**config.mk**
```make
export PLATFORM = sky130hd
export DESIGN_NAME = debounce_sync
export DESIGN_NICKNAME = d
export VERILOG_FILES = /design/src/rtl/debounce_pkg.sv /design/src/rtl/debounce_sync_sync_chain.sv /design/src/rtl/debounce_sync.sv
export SDC_FILE = /design/constraint.sdc
export NUM_CORES = 1
export LEC_CHECK = 0
export ABC_AREA = 1
export ABC_CLOCK_PERIOD_IN_PS = 1600
export BUFFER_PORTS_ARGS = -buffer_cell sky130_fd_sc_hd__clkbuf_2
export CELL_PAD_IN_SITES_DETAIL_PLACEMENT = 1
export CELL_PAD_IN_SITES_GLOBAL_PLACEMENT = 2
export CORE_ASPECT_RATIO = 0.75
export CORE_MARGIN = 5
export CORE_UTILIZATION = 29
export CTS_CLUSTER_SIZE = 12
export DETAILED_ROUTE_END_ITERATION = 10
export PLACE_DENSITY_LB_ADDON = 0.25
export RECOVER_POWER = 25
export REMOVE_ABC_BUFFERS = 1
export SLEW_MARGIN = 20
export SYNTH_ARGS = -nofsm -noshare
export SYNTH_HDL_FRONTEND = slang
export SYNTH_SLANG_ARGS = --single-unit
```
**constraint.sdc**
```tcl
create_clock -name clk -period 1.6 [get_ports clk]
set_input_delay 0.4 -clock clk [delete_from_list [all_inputs] [get_ports clk]]
set_output_delay 0.4 -clock clk [all_outputs]
set_load 0.01 [all_outputs]
```
**src/rtl/debounce_pkg.sv**
```systemverilog
// Shared types and limits for the debounce_sync input conditioning stage.
package debounce_pkg;

   typedef enum logic [1:0] {
      STABLE_LO = 2'd0,
      PEND_HI   = 2'd1,
      STABLE_HI = 2'd2,
      PEND_LO   = 2'd3
   } deb_state_t;

   localparam int MIN_STABLE_CYCLES = 2;
   localparam int MAX_SYNC_STAGES   = 4;

endpackage : debounce_pkg

```
**src/rtl/debounce_sync_sync_chain.sv**
```systemverilog
// Multi-flop synchronizer bringing an asynchronous level into the clk domain.
module sync_chain #(
   parameter int SYNC_STAGES = 2
) (
   input  logic clk,
   input  logic rst_n,
   input  logic din,
   output logic dout
);

   logic [SYNC_STAGES-1:0] sync_q;
   logic [SYNC_STAGES-1:0] sync_d;

   always_comb begin
      sync_d = {sync_q[SYNC_STAGES-2:0], din};
   end

   // NOTE: sequential state uses non-blocking assignments so every flop samples pre-edge values.
   always_ff @(posedge clk or negedge rst_n) begin
      if (!rst_n) begin
         sync_q <= '0;
      end else begin
         sync_q <= sync_d;
      end
   end

   assign dout = sync_q[SYNC_STAGES-1];

endmodule : sync_chain

```
**src/rtl/debounce_sync.sv**
```systemverilog
// Synchronizer plus counter-validated debounce FSM with registered level and edge pulses.
// Optional accepted-transition counter enabled by defining DEBOUNCE_EVENT_CNT_EN.
module debounce_sync
   import debounce_pkg::*;
#(
   parameter int SYNC_STAGES   = 2,
   parameter int STABLE_CYCLES = 4
) (
   input  logic       clk,
   input  logic       rst_n,
   input  logic       raw_in,
   output logic       d_clean,
   output logic       rise_pulse,
   output logic       fall_pulse,
   output logic       busy,
   output logic [7:0] event_cnt
);

   localparam int CNT_W = $clog2(STABLE_CYCLES + 1);
   localparam logic [CNT_W-1:0] CNT_LAST = CNT_W'(STABLE_CYCLES - 1);

   logic             s;
   deb_state_t       state_q, state_d;
   logic [CNT_W-1:0] cnt_q, cnt_d;
   logic             d_clean_q, d_clean_d;
   logic             rise_q, rise_d;
   logic             fall_q, fall_d;
   logic             busy_q, busy_d;

   sync_chain #(.SYNC_STAGES(SYNC_STAGES)) u_sync (
      .clk  (clk),
      .rst_n(rst_n),
      .din  (raw_in),
      .dout (s)
   );

   // NOTE: every variable gets a default before the case so no latch is inferred.
   always_comb begin
      state_d   = state_q;
      cnt_d     = cnt_q;
      d_clean_d = d_clean_q;
      rise_d    = 1'b0;
      fall_d    = 1'b0;
      case (state_q)
         STABLE_LO: begin
            d_clean_d = 1'b0;
            if (s) begin
               state_d = PEND_HI;
               cnt_d   = CNT_W'(1);
            end else begin
               cnt_d = '0;
            end
         end
         PEND_HI: begin
            if (!s) begin
               state_d = STABLE_LO;
               cnt_d   = '0;
            end else if (cnt_q == CNT_LAST) begin
               state_d   = STABLE_HI;
               d_clean_d = 1'b1;
               rise_d    = 1'b1;
               cnt_d     = '0;
            end else begin
               cnt_d = cnt_q + CNT_W'(1);
            end
         end
         STABLE_HI: begin
            d_clean_d = 1'b1;
            if (!s) begin
               state_d = PEND_LO;
               cnt_d   = CNT_W'(1);
            end else begin
               cnt_d = '0;
            end
         end
         PEND_LO: begin
            if (s) begin
               state_d = STABLE_HI;
               cnt_d   = '0;
            end else if (cnt_q == CNT_LAST) begin
               state_d   = STABLE_LO;
               d_clean_d = 1'b0;
               fall_d    = 1'b1;
               cnt_d     = '0;
            end else begin
               cnt_d = cnt_q + CNT_W'(1);
            end
         end
         default: begin
            state_d = STABLE_LO;
            cnt_d   = '0;
         end
      endcase
      busy_d = (state_d == PEND_HI) || (state_d == PEND_LO);
   end

   always_ff @(posedge clk or negedge rst_n) begin
      if (!rst_n) begin
         state_q   <= STABLE_LO;
         cnt_q     <= '0;
         d_clean_q <= 1'b0;
         rise_q    <= 1'b0;
         fall_q    <= 1'b0;
         busy_q    <= 1'b0;
      end else begin
         state_q   <= state_d;
         cnt_q     <= cnt_d;
         d_clean_q <= d_clean_d;
         rise_q    <= rise_d;
         fall_q    <= fall_d;
         busy_q    <= busy_d;
      end
   end

`ifdef DEBOUNCE_EVENT_CNT_EN
   logic [7:0] event_cnt_q, event_cnt_d;

   // Counts on the same edge that raises a pulse, wrapping naturally at 8 bits.
   always_comb begin
      event_cnt_d = event_cnt_q + {7'd0, rise_d | fall_d};
   end

   always_ff @(posedge clk or negedge rst_n) begin
      if (!rst_n) begin
         event_cnt_q <= 8'd0;
      end else begin
         event_cnt_q <= event_cnt_d;
      end
   end

   assign event_cnt = event_cnt_q;
`else
   assign event_cnt = 8'd0;
`endif

   assign d_clean    = d_clean_q;
   assign rise_pulse = rise_q;
   assign fall_pulse = fall_q;
   assign busy       = busy_q;

endmodule : debounce_sync
```
# Yosys cells after proc, flatten, opt, wreduce, memory -nomap -nowiden
# Cells that the tools add are included.
# totals
ff_bits	11
input_bits	3
word_cells	44
# classes
n_addsub	1
n_eq_ne	10
muxes	23
n_reduce_logical	3
# ops
cell	n
$mux W2	6
$pmux W3 S4	1
$mux W1	11
$mux W3	3
$pmux W2 S4	1
$eq A2 B2 Y1 const B	3
$ne A2 B2 Y1 const B	3
$eq A2 B1 Y1 const B	2
$pmux W1 S4	1
$reduce_and A4 Y1	1
$add A3 B1 Y3 const B	1
$eq A3 B2 Y1 const B	1
$logic_not A2 Y1	1
$ne A2 B1 Y1 const B	1
$logic_or A1 B1 Y1	1

# Longest topological paths before layout
# depth
depth_word	6
ltp_mapped	8
depth_no_buf	8

# Hierarchy
# A second synthesis with hierarchy kept.
# hier_totals
cells_unflattened	67
area_unflattened_um2	596.8
# modules_own_cells
module	instances	cells_each	area_per_inst_um2
debounce_sync	1	65	546.8
sync_chain	1	2	50.0

# Worst setup path before layout
# No wires, ideal clock.
# synth_timing
path_type	flip-flop to flip-flop
start	register state_q[0]
end	register cnt_q[0]
setup_ns	0.120
t_arrival_ns	1.125
required_time_ns	1.480
setup_slack_ns	0.355
stages_incl_launch_ff	7
n_path_buf	0
synth_period_minus_slack_ns	1.245
path_cell_list	dfrtp_1 inv_1 ha_1 inv_1 nor2_2 nor2_1 a31o_1
# synth_via
elab_chain_cells	2
word_cells_on_any_way	5
cone_classes	eq/ne: 3; mux: 1; reduce/logical: 1
# synth_rtl
element	line_no	source
start: declaration	debounce_sync.sv:23	deb_state_t state_q, state_d;
start signal: assignment	debounce_sync.sv:106	state_q <= state_d;
$eq A2 B2 Y1 (tied with other cells)	debounce_sync.sv:44	case (state_q)
$pmux W3 S4 (*)	debounce_sync.sv:44	
named net cnt_d[0]	debounce_sync.sv:24	logic [CNT_W-1:0] cnt_q, cnt_d;
end signal: assignment	debounce_sync.sv:107	cnt_q <= cnt_d;
end: declaration	debounce_sync.sv:24	
# Mark *: on every way through the listed nets, which the timed path passes. The rest lies on a longest branch.
# A chain may end at the register's enable or synchronous reset.

# Worst setup path after layout
# layout_timing
start	register state_q[0]
end	register state_q[0]
# layout_via
elab_chain_cells	3
word_cells_on_any_way	11
cone_classes	eq/ne: 3; mux: 7; reduce/logical: 1
# layout_rtl
element	line_no
$mux W2, on equally long branches	debounce_sync.sv:80, debounce_sync.sv:58
$mux W2, on equally long branches	debounce_sync.sv:77, debounce_sync.sv:55
$pmux W2 S4 (*)	debounce_sync.sv:44
named net state_d[0]	debounce_sync.sv:23
# Marks and branches as above.

==> metrics.yaml <==
status: "finished, final reports clean"
ys_warn_count: 0
synth.area.top_cells: "dfrtp_1 (45%), ha_1 (10%), buf_4 (9.7%)"
dieArea_mm2: 0.003164
finalHoldViolCount: 0
clk_pin_slew_ns: 0.07
pwr-share-clk_pct: 21.1
final_cells: 101
start_util_pct: 30.68
worst_pin_slew_ns: 0.6081
grt_pass1_vias: 413
period_needed_ns: 1.434
drt-total-wl_mm: 1.211
critPathKind: "flop to flop"
drc: 0
fmax_ghz: 0.6973
grt_max_degree: 12
dp.cells: 96
internal_power_mw: 0.5651
maxCapViolations: 0
net-switching-power_mw: 0.3567
hp-class: "input pin to flop"
insertion_delay_ns: 0.27
worstHoldPathCells: 1
path_buf_inv: 3
irDropWorstVdd_uv: 689.1
synth_top_cell_by_area: "dfrtp_1"
worstPathRequired_ns: 1.76
num-fill-cells: 243
seq_power_share_pct: 41.1
drt-initial-drc-count: 1
grtUsageTotal_pct: 8.230
async_reset_ff_share_pct: 100.0
pwr-share-comb_pct: 37.8
powerDensity_mw_per_mm2: 1357
path_max_fanout: 4
clockBufferDepth: 2
skew_ns: 0.006144
final-max-slew-violation-count: 0
endpoint_kind: "flop"
antenna_cells: 0
synth.ff_latch_count: 11
dp_hpwl_um: 982.4
p_sw_share_pct: 38.70
grt-ovfl-total: 0
cts_tree: "yes"
path_cells: "inv_1 -> ha_1 -> inv_1 -> nor2_2 -> a21oi_2 -> o21ai_2 -> inv_1"
die_x_um: 63.31
h-tree-depth: 1
grt_pass1_wl_mm: 1.959
power.leakage_nw: 0.3495
drt_first_pass_iters: 3
drt-wirelength-per-cell_um: 11.99
synth_cells: 67
io_pins: 15
yosysTopAreaCellShare_pct: 44.53
cp_top_family: "flip-flops"
ant_nets: 0
path_common_cell: "inv_1"
synth_cell_types: 17
synth_seq_area_share_pct: 44.53
syn_area_um2: 618.1
core-area_mm2: 0.002014
critPathArrivalTime_ns: 1.59
syn-mean-instance-area_um2: 9.225
dr_total_vias: 426
antenna_found_initial: 0
clockRootBuffer: "clkbuf_4"
crit_cells: 7
cts_buffers: 3
reg2reg_depth: 7
max_stage_delay_ns: 0.44
rows: 14
final-setup-viol-count: 0
finalWeightedCongestion: 0.6986
clock_sinks: 11
drive_gt1_share_pct: 28.57
synth.most_common_cell: "dfrtp_1"
relSlewSlack_pct: 59.46
p_total_mw: 0.9219
ys_top_cells_by_count: "dfrtp_1 (11), nand2_1 (10), buf_4 (8), inv_1 (8), nor2_1 (6)"
nets: 86
portBuffers: 6
setup_tns_ns: 0
synthFlopType: "dfrtp_1"
fin_crit_sh_pct: 89.63
area.growth.synth_to_final_pct: 9.919
rsz0062_at_grt: "false"
cts_resized: 0
cpMaxStageDelayCell: "dfrtp_1"
crit_path_start_kind: "flop"
fp.dieH_um: 49.98
viasPerCell: 4.218
synth_edf_count: 0
[area by class of cell]
class,instances,area [um2],area share [%]
clock buffer,4,26.28,3.867
inverter,10,37.54,5.525
multi-input combinational,45,271.5,39.96
sequential,11,275.3,40.52
tap,24,30.03,4.420
timing repair buffer,7,38.79,5.709
[flip-flops by register name, indices dropped and copies added, names as in the netlist]
name / cells
cnt_q: 3
state_q: 2
u_sync.sync_q: 2
busy: 1
d_clean: 1
fall_pulse: 1
rise_pulse: 1
[power by group through the flow]
stage | Clock (mW) | Sequential [mW] | Combinational [mW]
2_1_floorplan | 0 | 0.389 | 0.245
5_1_grt | 0.215 | 0.385 | 0.395
3_5_place_dp | 0 | 0.384 | 0.350
3_3_place_gp | 0 | 0.382 | 0.348
4_1_cts | 0.203 | 0.380 | 0.357
6_report | 0.195 | 0.379 | 0.348
[cell families (layout without fill, tap and decap cells)]
group                      count (synthesis)  count (layout)  synth area share, %
and+or+nand+nor                           26              26                21.05
buffers and inverters                     18              21                15.79
DFF                                       11              11                44.53
adders and majority gates                  5               5                10.12
AOI/OAI and AO/OA                          6               6                7.895
other                                      1               8               0.6067
[per-stage QoR]
stage	util, %	setup WS, ns	area [um2]	hold WS, ns
after floorplan	-	0.3555	584.3	0.1044
after global placement	31.99	0.1971	644.4	0.2947
after detailed placement	31.99	0.1752	644.4	0.2969
after CTS	33.79	0.1441	680.7	0.2225
after global routing	33.73	0.04621	679.4	0.2251
final	33.73	0.1660	679.4	0.2337
[what timing repair did]
item,in CTS,in global routing
buffers inserted,0,0
hold endpoints to repair,6,0
hold buffers,1,0
[per-layer routing]
metal	track usage [%]	wire length [um]	part of all wire, %
met5	0	0	0
met4	2.076	8	0.66
met3	4.773	118	9.7
met2	12.80	519	43
met1	9.713	564	47
[final timing paths]
kind	slack [ns]	start	endpoint
max in group asynchronous	0.56	rst_n	state_q[0]$_DFF_PN0_
setup / recovery	0.17	state_q[0]$_DFF_PN0_	state_q[0]$_DFF_PN0_
hold reg to reg	0.35	u_sync.sync_q[0]$_DFF_PN0_	u_sync.sync_q[1]$_DFF_PN0_
setup reg to reg	0.17	state_q[0]$_DFF_PN0_	state_q[0]$_DFF_PN0_
hold / removal	0.23	raw_in	u_sync.sync_q[0]$_DFF_PN0_
min in group asynchronous	0.64	rst_n	cnt_q[2]$_DFF_PN0_
[cell usage in the layout, fill, tap and decap left out, types with 3 or more instances in the layout]
cell type  Yosys  final
dfrtp_1       11     11
clkbuf_2       0      5
clkbuf_4       0      3
nor2_1         6      6
conb_1         1      8
ha_1           5      5
nand2_2        4      4
inv_1          8      8
nand2_1       10     10
Power figures use the tool's default switching activity.
